`config.mk`:
```
export PLATFORM = sky130hd
export DESIGN_NAME = spi_mem_slave
export DESIGN_NICKNAME = d
export VERILOG_FILES = /design/src/rtl/spi_mem_slave.sv
export SDC_FILE = /design/constraint.sdc
export NUM_CORES = 1
export LEC_CHECK = 0
export ABC_CLOCK_PERIOD_IN_PS = 1500
export CAP_MARGIN = 20
export CORE_UTILIZATION = 56
export CTS_CLUSTER_DIAMETER = 150
export DETAILED_ROUTE_END_ITERATION = 6
export DONT_BUFFER_PORTS = 1
export PLACE_DENSITY = 0.74
export SLEW_MARGIN = 20
export SYNTH_ARGS = -nofsm -noshare
export SYNTH_HDL_FRONTEND = slang
export SYNTH_SLANG_ARGS = --single-unit
```
`constraint.sdc`:
```
create_clock -name clk -period 1.5 [get_ports clk]
set_input_delay 0.375 -clock clk [delete_from_list [all_inputs] [get_ports clk]]
set_output_delay 0.375 -clock clk [all_outputs]
set_load 0.03 [all_outputs]
```
`src/rtl/spi_mem_slave.sv`:
```
// spi_mem_slave: SPI mode-0 slave bridging write (0x02) / read (0x03) bursts onto a byte-wide memory port.
module spi_mem_slave #(
  parameter int SYNC_STAGES = 2
) (
  input  logic       clk,
  input  logic       rst,
  input  logic       sclk,
  input  logic       cs_n,
  input  logic       mosi,
  output logic       miso,
  output logic       mem_wr,
  output logic [7:0] mem_addr,
  output logic [7:0] mem_din,
  input  logic [7:0] mem_dout,
  output logic       done,
  output logic       err
);
  typedef enum logic [2:0] {IDLE, CMD, ADDR, WR_DATA, RD_DATA, IGNORE} state_t;
  state_t r_state, w_next;
  logic [SYNC_STAGES-1:0] r_sclk_s, r_cs_s, r_mosi_s;
  logic       r_sclk_d, r_cs_d;
  logic [2:0] r_bit_cnt;
  logic [6:0] r_rx;
  logic [7:0] r_tx, r_addr, r_din;
  logic       r_wr_cmd, r_inc, r_load, r_wr, r_done, r_err;
  logic       w_sclk, w_cs, w_mosi, w_rise, w_fall, w_cs_fall, w_act, w_byte_done, w_legal;
  logic [7:0] w_byte;
  assign w_sclk      = r_sclk_s[SYNC_STAGES-1];
  assign w_cs        = r_cs_s[SYNC_STAGES-1];
  assign w_mosi      = r_mosi_s[SYNC_STAGES-1];
  assign w_rise      = w_sclk & ~r_sclk_d;
  assign w_fall      = ~w_sclk & r_sclk_d;
  assign w_cs_fall   = r_cs_d & ~w_cs;
  // a high cs_n masks any sclk edge seen in the same cycle
  assign w_act       = w_rise & ~w_cs & (r_state != IDLE);
  assign w_byte_done = w_act & (r_bit_cnt == 3'd7);
  assign w_byte      = {r_rx, w_mosi};
  assign w_legal     = (w_byte == 8'h02) || (w_byte == 8'h03);
  assign miso        = (r_state == RD_DATA) ? r_tx[7] : 1'b0;
  assign mem_wr      = r_wr;
  assign mem_addr    = r_addr;
  assign mem_din     = r_din;
  assign done        = r_done;
  assign err         = r_err;
  always_ff @(posedge clk) begin
    if (rst) begin
      r_state  <= IDLE;
      r_sclk_s <= '0;
      r_cs_s   <= '1;
      r_mosi_s <= '0;
      r_sclk_d <= 1'b0;
      r_cs_d   <= 1'b1;
    end else begin
      r_state  <= w_next;
      r_sclk_s <= {r_sclk_s[SYNC_STAGES-2:0], sclk};
      r_cs_s   <= {r_cs_s[SYNC_STAGES-2:0], cs_n};
      r_mosi_s <= {r_mosi_s[SYNC_STAGES-2:0], mosi};
      r_sclk_d <= w_sclk;
      r_cs_d   <= w_cs;
    end
  end
  always_comb begin
    w_next = r_state;
    if (r_state == IDLE)
      w_next = w_cs_fall ? CMD : IDLE;
    else if (w_cs)
      w_next = IDLE;
    else if (w_byte_done)
      w_next = (r_state == CMD)  ? (w_legal ? ADDR : IGNORE) :
               (r_state == ADDR) ? (r_wr_cmd ? WR_DATA : RD_DATA) : r_state;
  end
  always_ff @(posedge clk) begin
    if (rst) begin
      r_bit_cnt <= '0;
      r_rx      <= '0;
      r_tx      <= '0;
      r_addr    <= '0;
      r_din     <= '0;
      r_wr_cmd  <= 1'b0;
      r_inc     <= 1'b0;
      r_load    <= 1'b0;
      r_wr      <= 1'b0;
      r_done    <= 1'b0;
      r_err     <= 1'b0;
    end else begin
      r_wr   <= 1'b0;
      r_done <= 1'b0;
      r_err  <= 1'b0;
      r_inc  <= 1'b0;
      r_load <= 1'b0;
      if (r_state == IDLE)
        r_bit_cnt <= '0;
      else if (w_act) begin
        r_bit_cnt <= r_bit_cnt + 3'd1;
        r_rx      <= w_byte[6:0];
      end
      if (w_byte_done && r_state == CMD) begin
        r_wr_cmd <= (w_byte == 8'h02);
        r_err    <= ~w_legal;
      end
      if (w_byte_done && r_state == ADDR) begin
        r_addr <= w_byte;
        r_load <= 1'b1;
      end
      if (w_byte_done && r_state == WR_DATA) begin
        r_din <= w_byte;
        r_wr  <= 1'b1;
      end
      if (w_byte_done && (r_state == WR_DATA || r_state == RD_DATA)) begin
        r_done <= 1'b1;
        r_inc  <= 1'b1;
      end
      if (r_inc) begin
        r_addr <= r_addr + 8'd1;
        r_load <= 1'b1;
      end
      // the fall that closes a byte (counter back at 0) must not disturb the freshly loaded byte
      if (r_state == RD_DATA && r_load)
        r_tx <= mem_dout;
      else if (r_state == RD_DATA && w_fall && r_bit_cnt != 3'd0)
        r_tx <= {r_tx[6:0], 1'b0};
    end
  end
endmodule

```
# Yosys cells after proc, flatten, opt, wreduce, memory -nomap -nowiden
# Cells that the tools add are included.
# Widths: inputs -> output; s select.
dict set report classes {
  n_mux 17
  add_sub_neg 2
  n_eq_ne 7
  bitwise_logic 12
  reduce_logical 20
}
# operator count
set ops {}
lappend ops {{$mux 8} 4}
lappend ops {{$mux 3} 7}
lappend ops {{$eq 8x2->1 const B} 2}
lappend ops {{$reduce_bool 3->1} 3}
lappend ops {{$add 8x1->8 const B} 1}
lappend ops {{$logic_and 1x1->1} 7}
lappend ops {{$and 1x1->1} 6}
lappend ops {{$eq 3x2->1 const B} 2}
lappend ops {{$eq 3x3->1 const B} 2}
lappend ops {{$mux 1} 6}
lappend ops {{$not 1->1} 6}
lappend ops {{$reduce_and 2->1} 2}
lappend ops {{$reduce_bool 2->1} 2}
lappend ops {{$reduce_bool 4->1} 1}
lappend ops {{$reduce_or 2->1} 2}
lappend ops {{$add 3x1->3 const B} 1}
lappend ops {{$eq 3x1->1 const B} 1}
lappend ops {{$logic_not 3->1} 1}
lappend ops {{$logic_or 1x1->1} 2}
dict set report totals {
  wordCells 74
  input_bits 13
  register_bits 50
  out_inout_bits 20
}

# Depth between registers and ports, before layout
dict set report logic_depth {
  word_depth 8
  depth_mapped 7
  depth_no_buf 6
}

# Least setup slack after synthesis
# OpenSTA, ideal clock, no wires.
dict set report synth_path {
  kind {register -> register}
  from {register r_bit_cnt[0]}
  to {register r_addr[5], in the netlist mem_addr[5]}
  required_ns 1.369
  period_less_slack_ns 1.587
  setup_time_ns 0.131
  t_arrival_ns 1.456
  setup_slack_ns -0.087
  stages_incl_launch_ff 8
  n_path_buf 1
  cell_sequence {dfxtp_1 ha_1 ha_1 nand4bb_1 buf_6 nor4_4 nand3b_1 a31oi_1}
}
dict set report synth_via {
  elab_chain_len 4
}
# item line_no
set synth_rtl {}
lappend synth_rtl {{from (decl)} 22} ;# logic [2:0] r_bit_cnt;
lappend synth_rtl {{from (signal assigned)} 94} ;# r_bit_cnt <= r_bit_cnt + 3'd1;
lappend synth_rtl {{$eq 3x3->1} 36} ;# assign w_byte_done = w_act & (r_bit_cnt == 3'd7);
lappend synth_rtl {{$and 1x1->1} 36}
lappend synth_rtl {{$logic_and 1x1->1} 101} ;# if (w_byte_done && r_state == ADDR) begin
lappend synth_rtl {{$reduce_bool 2->1 (no source line)} n/a}
lappend synth_rtl {{to (signal assigned)} 102} ;# r_addr <= w_byte;
lappend synth_rtl {{to (signal assigned)} 114} ;# r_addr <= r_addr + 8'd1;
lappend synth_rtl {{to (decl)} 24} ;# logic [7:0] r_tx, r_addr, r_din;
# No other way between the ends.
# A chain may end at the register's enable or synchronous reset.

# Worst setup path after layout
dict set report layout_path {
  from {register r_bit_cnt[1]}
  to {register r_tx[3]}
}
dict set report layout_via {
  elab_chain_len 3
}
# item line_no
set layout_rtl {}
lappend layout_rtl {{$reduce_bool 3->1} 120} ;# else if (r_state == RD_DATA && w_fall && r_bit_cnt != 3'd0)
lappend layout_rtl {{$logic_and 1x1->1} 120}
lappend layout_rtl {{$reduce_bool 2->1 (no source line)} n/a}
lappend layout_rtl {{to (signal assigned)} 119} ;# r_tx <= mem_dout;
lappend layout_rtl {{to (signal assigned)} 121} ;# r_tx <= {r_tx[6:0], 1'b0};
lappend layout_rtl {{to (decl)} 24}
# No other way between the ends.

==> results.sh <==
export IMPL_status="complete, but fails checks"
export IMPL_violations_in_the_final_reports="setup timing"
export IMPL_setup_worst_path_start_class="flop"
export IMPL_cts_sinks=50
export IMPL_drt_pre_antenna_iters=4
export IMPL_syn2layout_area_growth_pct=25.87
export IMPL_setup_violations=21
export IMPL_overall_die_area_um2=4300
export IMPL_gr_total_overflow=0
export IMPL_finalNetCount=270
export IMPL_dpl_instance_area_um2=2439
export IMPL_rows=22
export IMPL_grt_pass1_wl_mm=8.438
export IMPL_worstReg2RegStart="r_bit_cnt[1]$_SDFFE_PP0P_"
export IMPL_die_y_um=65.58
export IMPL_via_per_inst=6.089
export IMPL_worst_endpoint_arrival_ns=1.79
export IMPL_critPathRequiredTime_ns=1.71
export IMPL_max_vdd_ir_drop_v=0.0009484
export IMPL_worstPathBufferInverterCount=2
export IMPL_end_kind="flop"
export IMPL_place_port_buffers=0
export IMPL_grt_pass1_vias=1811
export IMPL_total_leakage_power_nw=1.093
export IMPL_worstHoldPathType="in -> reg"
export IMPL_maxCapViolations=0
export IMPL_clock_root_buffer="sky130_fd_sc_hd__clkbuf_8"
export IMPL_finalCritPeriodShare=1.057
export IMPL_final_max_slew_violation_count=0
export IMPL_crit_path_top_delay_cell="sky130_fd_sc_hd__dfxtp_4"
export IMPL_worst_slew_pin_transition_ns=0.4195
export IMPL_n_antenna_cell=0
export IMPL_timing_hold_worst_start="rst"
export IMPL_boundaryPins=33
export IMPL_core_um2=3771
export IMPL_worst_rel_slew_slack=0.7199
export IMPL_routed_wl_mm=5.310
export IMPL_kind_of_cell_with_the_highest_combined_delay_on_the_critical_path="compound AO/OA/AOI/OAI gates"
export IMPL_netlist_cell_type_count=50
export IMPL_postSynthAreaPerCell_um2=9.884
export IMPL_die_width_um=65.58
export IMPL_grt_total_usage=0.2555
export IMPL_fin_worst_skew_ns=0.006092
export IMPL_post_route_cells_drive_above_1_share=0.3307
export IMPL_post_synth_inst_count=229
export IMPL_timing_hold_worst_path_depth=1
export IMPL_tritoncts="built"
export IMPL_post_layout_minimum_cycle_time_ns=1.585
export IMPL_pwr_density_cell_nw_per_um2=771.7
export IMPL_path_cells="inv_1 > ha_1 > nor2b_4 > nor3b_4 > buf_6 > o21a_4 > a2111oi_4"
export IMPL_finalWeightedCongestion=0.8634
export IMPL_initial_core_util=0.6002
export IMPL_drtAntennaViolNets=0
export IMPL_cts_clk_slew_worst_paths_ns=0.10
export IMPL_setup_reg_to_reg_worst_slack_ns=-0.09
export IMPL_cts_inserted_buffers=5
export IMPL_yosysWarningCount=0
export IMPL_final_instance_area_um2=2849
export IMPL_detailedPlacementHpwl_mm=3.187
export IMPL_rr_endpoint="r_tx[3]$_SDFFE_PP0P_"
export IMPL_worstSkewPairLatency_ns=0.31
export IMPL_wl_per_cell_um=17.58
export IMPL_antenna_violations_before_repair=0
export IMPL_setup_worst_path_class="reg -> reg"
export IMPL_setup_tns_ns=-0.8612
export IMPL_maximum_root_to_sink_buffer_count=2
export IMPL_synth_net_count=246
export IMPL_num_vias=1839
export IMPL_synth_yosys_seq_area_share=0.4422
export IMPL_critical_path_max_fanout=8
export IMPL_worst_setup_path_startpoint="r_bit_cnt[1]$_SDFFE_PP0P_"
export IMPL_slowest_delay_ns=0.37
export IMPL_hold_path_endpoint="r_load$_SDFF_PP0_"
export IMPL_unrepaired_setup_endpoints_after_global_routing="true"
export IMPL_maxClockFrequency_mhz=630.9
export IMPL_total_power_mw=2.198
export IMPL_grt_max_degree=46
export IMPL_ctsHtreeMaxLevel=2
export IMPL_ff2ff_path_depth=7
export IMPL_synthesis_area_um2=2263
export IMPL_remaining_drc_errors=0
export IMPL_detailedRoute_firstIterationViolations=163
export IMPL_layout_setup_ws_ns=-0.08516
export IMPL_postSynthRegisterBits=50
export IMPL_report_final_hold_viol_count=0
## synth_stat cells (all sizes together)
master / instances / area share
dfxtp: 50 / 0.44
nor2: 36 / 0.060
mux2i: 24 / 0.11
nor3: 12 / 0.032
a21oi: 10 / 0.022
nand2: 8 / 0.018
a2111oi: 7 / 0.037
buf: 7 / 0.027
clkbuf: 7 / 0.012
nor2b: 7 / 0.019
inv: 6 / 0.0099
nor3b: 5 / 0.029
or2: 5 / 0.014
and3: 4 / 0.011
ha: 4 / 0.022
a211oi: 3 / 0.0099
a2bb2oi: 3 / 0.012
nand3b: 3 / 0.0099
nand4: 3 / 0.0083
o21ai: 3 / 0.0066
a31oi: 2 / 0.0055
nor4: 2 / 0.012
o31a: 2 / 0.0077
a221oi: 1 / 0.0039
a32oi: 1 / 0.0039
and2: 1 / 0.0028
and3b: 1 / 0.0039
and4bb: 1 / 0.0055
nand2b: 1 / 0.0039
nand3: 1 / 0.0022
nand4b: 1 / 0.0039
nand4bb: 1 / 0.0050
nor4b: 1 / 0.0066
o21a: 1 / 0.0066
o221a: 1 / 0.0050
o32ai: 1 / 0.0039
o41ai: 1 / 0.0039
or3: 1 / 0.0028
xnor2: 1 / 0.0039
## routing by layer
| layer | up-vias | global-route usage | share of wire | routed length, µm |
|---|---|---|---|---|
| met1 | 913 | 0.3409 | 0.45 | 2387 |
| li1 | 869 | - | - | - |
| met2 | 53 | 0.4124 | 0.49 | 2625 |
| met5 | - | 0 | 0 | 0 |
| met4 | 0 | 0.06522 | 0.0077 | 41 |
| met3 | 4 | 0.06076 | 0.048 | 256 |
## how the worst max path moves through the flow
stage                     cells past startpoint                       to
final                                         7     r_tx[3]$_SDFFE_PP0P_
after global routing                          7     r_tx[4]$_SDFFE_PP0P_
after CTS                                     7     r_tx[4]$_SDFFE_PP0P_
after detailed placement                      6     r_tx[3]$_SDFFE_PP0P_
after global placement                        6     r_tx[4]$_SDFFE_PP0P_
after floorplan                               7  mem_din[6]$_SDFFE_PP0P_
## timing repair
item,in CTS,in global routing
resized for setup,21,27
gates cloned,0,1
setup buffers,5,1
pin swaps,12,13
endpoints found under the setup margin,29,31
hold buffers,0,0
## power breakdown
group | internal (mW) | switching (mW) | total (mW)
Clock | 0.344 | 0.490 | 0.834
Sequential | 1.33 | 0.00941 | 1.34
Combinational | 0.0164 | 0.00897 | 0.0254
Total | 1.69 | 0.509 | 2.20
## through the flow
step	utilization	hold WS, ns	setup slack, ns	cells
6_report	0.7555	0.1286	-0.08516	302
5_1_grt	0.7555	0.1173	-0.1627	302
4_1_cts	0.7050	0.1203	-0.05710	300
3_5_place_dp	0.6466	0.3999	-0.1858	287
3_3_place_gp	0.6466	0.3958	-0.08328	287
2_1_floorplan	-	0.3895	-0.01556	229
## area by class of cell
cell class              instances  area (µm²)
flip-flops and latches         50        1017
well taps                      48       60.06
repair buffers                 31       289.0
clock buffers                   5       68.82
inverters                       6       22.52
fillers                       226       922.1
clock inverters                 3       26.28
multi-input cells             159        1365
## registers in the layout (all words and copies together) (netlist names), 2 cells and up
| signal | count |
|---|---|
| r_bit_cnt | 3 |
| r_tx | 8 |
| mem_din | 8 |
| mem_addr | 8 |
| r_state | 3 |
| r_sclk_s | 2 |
| r_cs_s | 2 |
| r_rx | 7 |
| r_mosi_s | 2 |
## cell usage in the layout, fill, tap and decap left out, types with 3 or more instances in the layout
cell	instances
sky130_fd_sc_hd__dfxtp_1	45
sky130_fd_sc_hd__nor2_1	34
sky130_fd_sc_hd__mux2i_1	23
sky130_fd_sc_hd__buf_4	22
sky130_fd_sc_hd__nor3_1	10
sky130_fd_sc_hd__a21oi_1	9
sky130_fd_sc_hd__buf_6	7
sky130_fd_sc_hd__nor2b_1	6
sky130_fd_sc_hd__nand2_1	6
sky130_fd_sc_hd__inv_1	5
sky130_fd_sc_hd__or2_2	5
sky130_fd_sc_hd__a2111oi_4	5
sky130_fd_sc_hd__clkbuf_8	5
sky130_fd_sc_hd__and3_1	4
sky130_fd_sc_hd__dfxtp_4	4
sky130_fd_sc_hd__nor3b_4	3
sky130_fd_sc_hd__nand4_1	3
sky130_fd_sc_hd__nand3b_1	3
sky130_fd_sc_hd__a2bb2oi_1	3
sky130_fd_sc_hd__o21ai_1	3
## kinds of logic (layout without fill, tap and decap cells)
kind of cell	after synthesis	count (layout)	synth area share
muxes	24	24	0.1061
and+or+nand+nor	94	94	0.2488
AOI/OAI and AO/OA	36	36	0.1277
adders and majority gates	4	4	0.02211
xor gates and xnor gates	1	1	0.003870
buffers and inverters	20	45	0.04919
DFF	50	50	0.4422
No activity file was read; power rests on OpenSTA's default activity.
==> patch: new RTL, same flow settings <==
Add an input register stage for `cs_n`, `mosi` and `mem_dout`; this delays them by one clock. Comments in the files are not updated.
--- a/src/rtl/spi_mem_slave.sv
+++ b/src/rtl/spi_mem_slave.sv
@@ -16,6 +16,17 @@
   output logic       err
 );
   typedef enum logic [2:0] {IDLE, CMD, ADDR, WR_DATA, RD_DATA, IGNORE} state_t;
+
+  logic cs_n_q;
+  logic mosi_q;
+  logic [7:0] mem_dout_q;
+
+  always_ff @(posedge clk) begin
+    cs_n_q     <= cs_n;
+    mosi_q     <= mosi;
+    mem_dout_q <= mem_dout;
+  end
+
   state_t r_state, w_next;
   logic [SYNC_STAGES-1:0] r_sclk_s, r_cs_s, r_mosi_s;
   logic       r_sclk_d, r_cs_d;
@@ -53,8 +64,8 @@
     end else begin
       r_state  <= w_next;
       r_sclk_s <= {r_sclk_s[SYNC_STAGES-2:0], sclk};
-      r_cs_s   <= {r_cs_s[SYNC_STAGES-2:0], cs_n};
-      r_mosi_s <= {r_mosi_s[SYNC_STAGES-2:0], mosi};
+      r_cs_s   <= {r_cs_s[SYNC_STAGES-2:0], cs_n_q};
+      r_mosi_s <= {r_mosi_s[SYNC_STAGES-2:0], mosi_q};
       r_sclk_d <= w_sclk;
       r_cs_d   <= w_cs;
     end
@@ -116,7 +127,7 @@
       end
       // the fall that closes a byte (counter back at 0) must not disturb the freshly loaded byte
       if (r_state == RD_DATA && r_load)
-        r_tx <= mem_dout;
+        r_tx <= mem_dout_q;
       else if (r_state == RD_DATA && w_fall && r_bit_cnt != 3'd0)
         r_tx <= {r_tx[6:0], 1'b0};
     end
Formal check against the unedited RTL: no difference found for any inputs over 10 cycles, from zero or initial values and one cycle with rst high; that may be too few to reach the edited logic, so the function may still have changed.
==> patch against the original RTL <==
- the run still ends with negative setup slack left
- total power rose by 42%
- routed wire length grew 2.3%
- synthesized cell count rose by 3.9%
- area after synthesis increased by 2.1%
- setup slack gained 0.033 ns
- final cell count is 9.9% higher
- final area rose by 5.1%
- via count up 3.4%
- sequential cell count grew 10
- largest cell class is now sequential cells
==> patch: results (changes against the original RTL) <==
Status = finished with violations
Failing checks = negative setup slack
Via/cell ratio = 5.729 (-5.9%)
Dpl hpwl = 3.386 mm (+6.2%)
Yosys cell types = 42 (-16%)
Hold Crit Start = mem_dout[5]
Clk. pwr = 1.45 mW (+74%)
DRT iter0 DRCs = 98 (-40%)
Setup Slack @ Placement = -0.05672 ns (+0.1291 ns)
M1 GR Usage = 0.3060 (-0.03494)
Synth top area cells = dfxtp_1, mux2i_1, nor2_1
Clock Skews = 0.005728 ns (-0.0003638 ns)
Dpl cell area = 2625 um2 (+7.6%)
Placed cell count = 309 (+7.7%)
Global-route wire length before repair = 8.321 mm (-1.4%)
Worst path max stage delay = 0.35 ns (-0.02 ns)
Setup Total Neg Slack = -0.1816 ns (+0.6796 ns)
GR Util met3 = 0.1017 (+0.04096)
H-tree levels = 3 (+1)
Post-CTS sizing = 15 (-29%)
Mux share of post-synthesis cell area = 0.1083 (+0.002148)
Most common library cells after synthesis = dfxtp_1, nor2_1, mux2i_1
Clk slew on worst S/H paths = 0.06 ns (-0.04 ns)
Final setup fails = 6 (-71%)
Fin cells = 332 (+9.9%)
# Post-CTS Setup Buffers = 4 (-1)
Synth Area in Compound Gates = 0.1169 (-0.01075)
Largest net degree at the start of global routing = 41 (-11%)
Number of global-route vias before repair = 1829 (+0.99%)
Worst reg2reg setup slack = -0.04 ns (+0.05 ns)
Critical Path AT = 1.18 ns (-0.61 ns)
Total GRT Usage = 0.2564 (+0.0008408)
R2R Path Start = r_bit_cnt[0]$_SDFFE_PP0P_
Worst-Skew Late Latency = 0.33 ns (+0.02 ns)
Post-Route WL = 5.430 mm (+2.3%)
Worst Reg-to-Reg Cells = 6 (-1)
Wire length on met3 = 331 um (+29%)
Routed wl met2 = 2.738 mm (+4.3%)
CTS buffer count = 9 (+4)
Gpl congestion = 0.8131 (-5.8%)
Met1 Wirelength = 2.265 mm (-5.1%)
Slack of the critical path = -0.05187 ns (+0.03329 ns)
Filler Cell Count = 240 (+6.2%)
Switch Pwr = 634.0 uW (+25%)
Xor/xnor cell area share of the yosys netlist = 0.003790 (-0.00007961)
Worst vdd ir = 706.8 uV (-25%)
WHS Endpoint = mem_dout_q[5]$_DFF_P_
Seq pwr = 1.63 mW (+22%)
Rel. slew slack = 0.7514 (+0.03143)
[patch: cell types whose count changed after synthesis, moves of 4 or more]
cell	unedited run	this run
o21ai_0	3	14
a31oi_1	2	6
nand2b_1	0	4
nand3_1	1	6
dfxtp_1	50	60
nor2_1	36	29
a21oi_1	10	16
[patch: area by class of cell]
type,instances,area [um2],share of cell area
multi-input combinational,159,1155,0.3859
inverter,9,33.78,0.01129
clock inverter,4,47.55,0.01589
tap,48,60.06,0.02007
clock buffer,12,155.1,0.05184
timing repair buffer,40,327.8,0.1095
sequential,60,1214,0.4055
[patch: worst max-delay path by stage]
stage	endpoint	slack [ns]	cells past startpoint
6_report	miso	-0.05	3
5_1_grt	mem_addr[6]$_SDFFE_PP0P_	-0.12	6
4_1_cts	miso	-0.05	3
3_5_place_dp	mem_addr[6]$_SDFFE_PP0P_	-0.06	6
3_3_place_gp	mem_addr[6]$_SDFFE_PP0P_	-0.02	6
2_1_floorplan	r_wr_cmd$_SDFFE_PP0P_	0.008	5
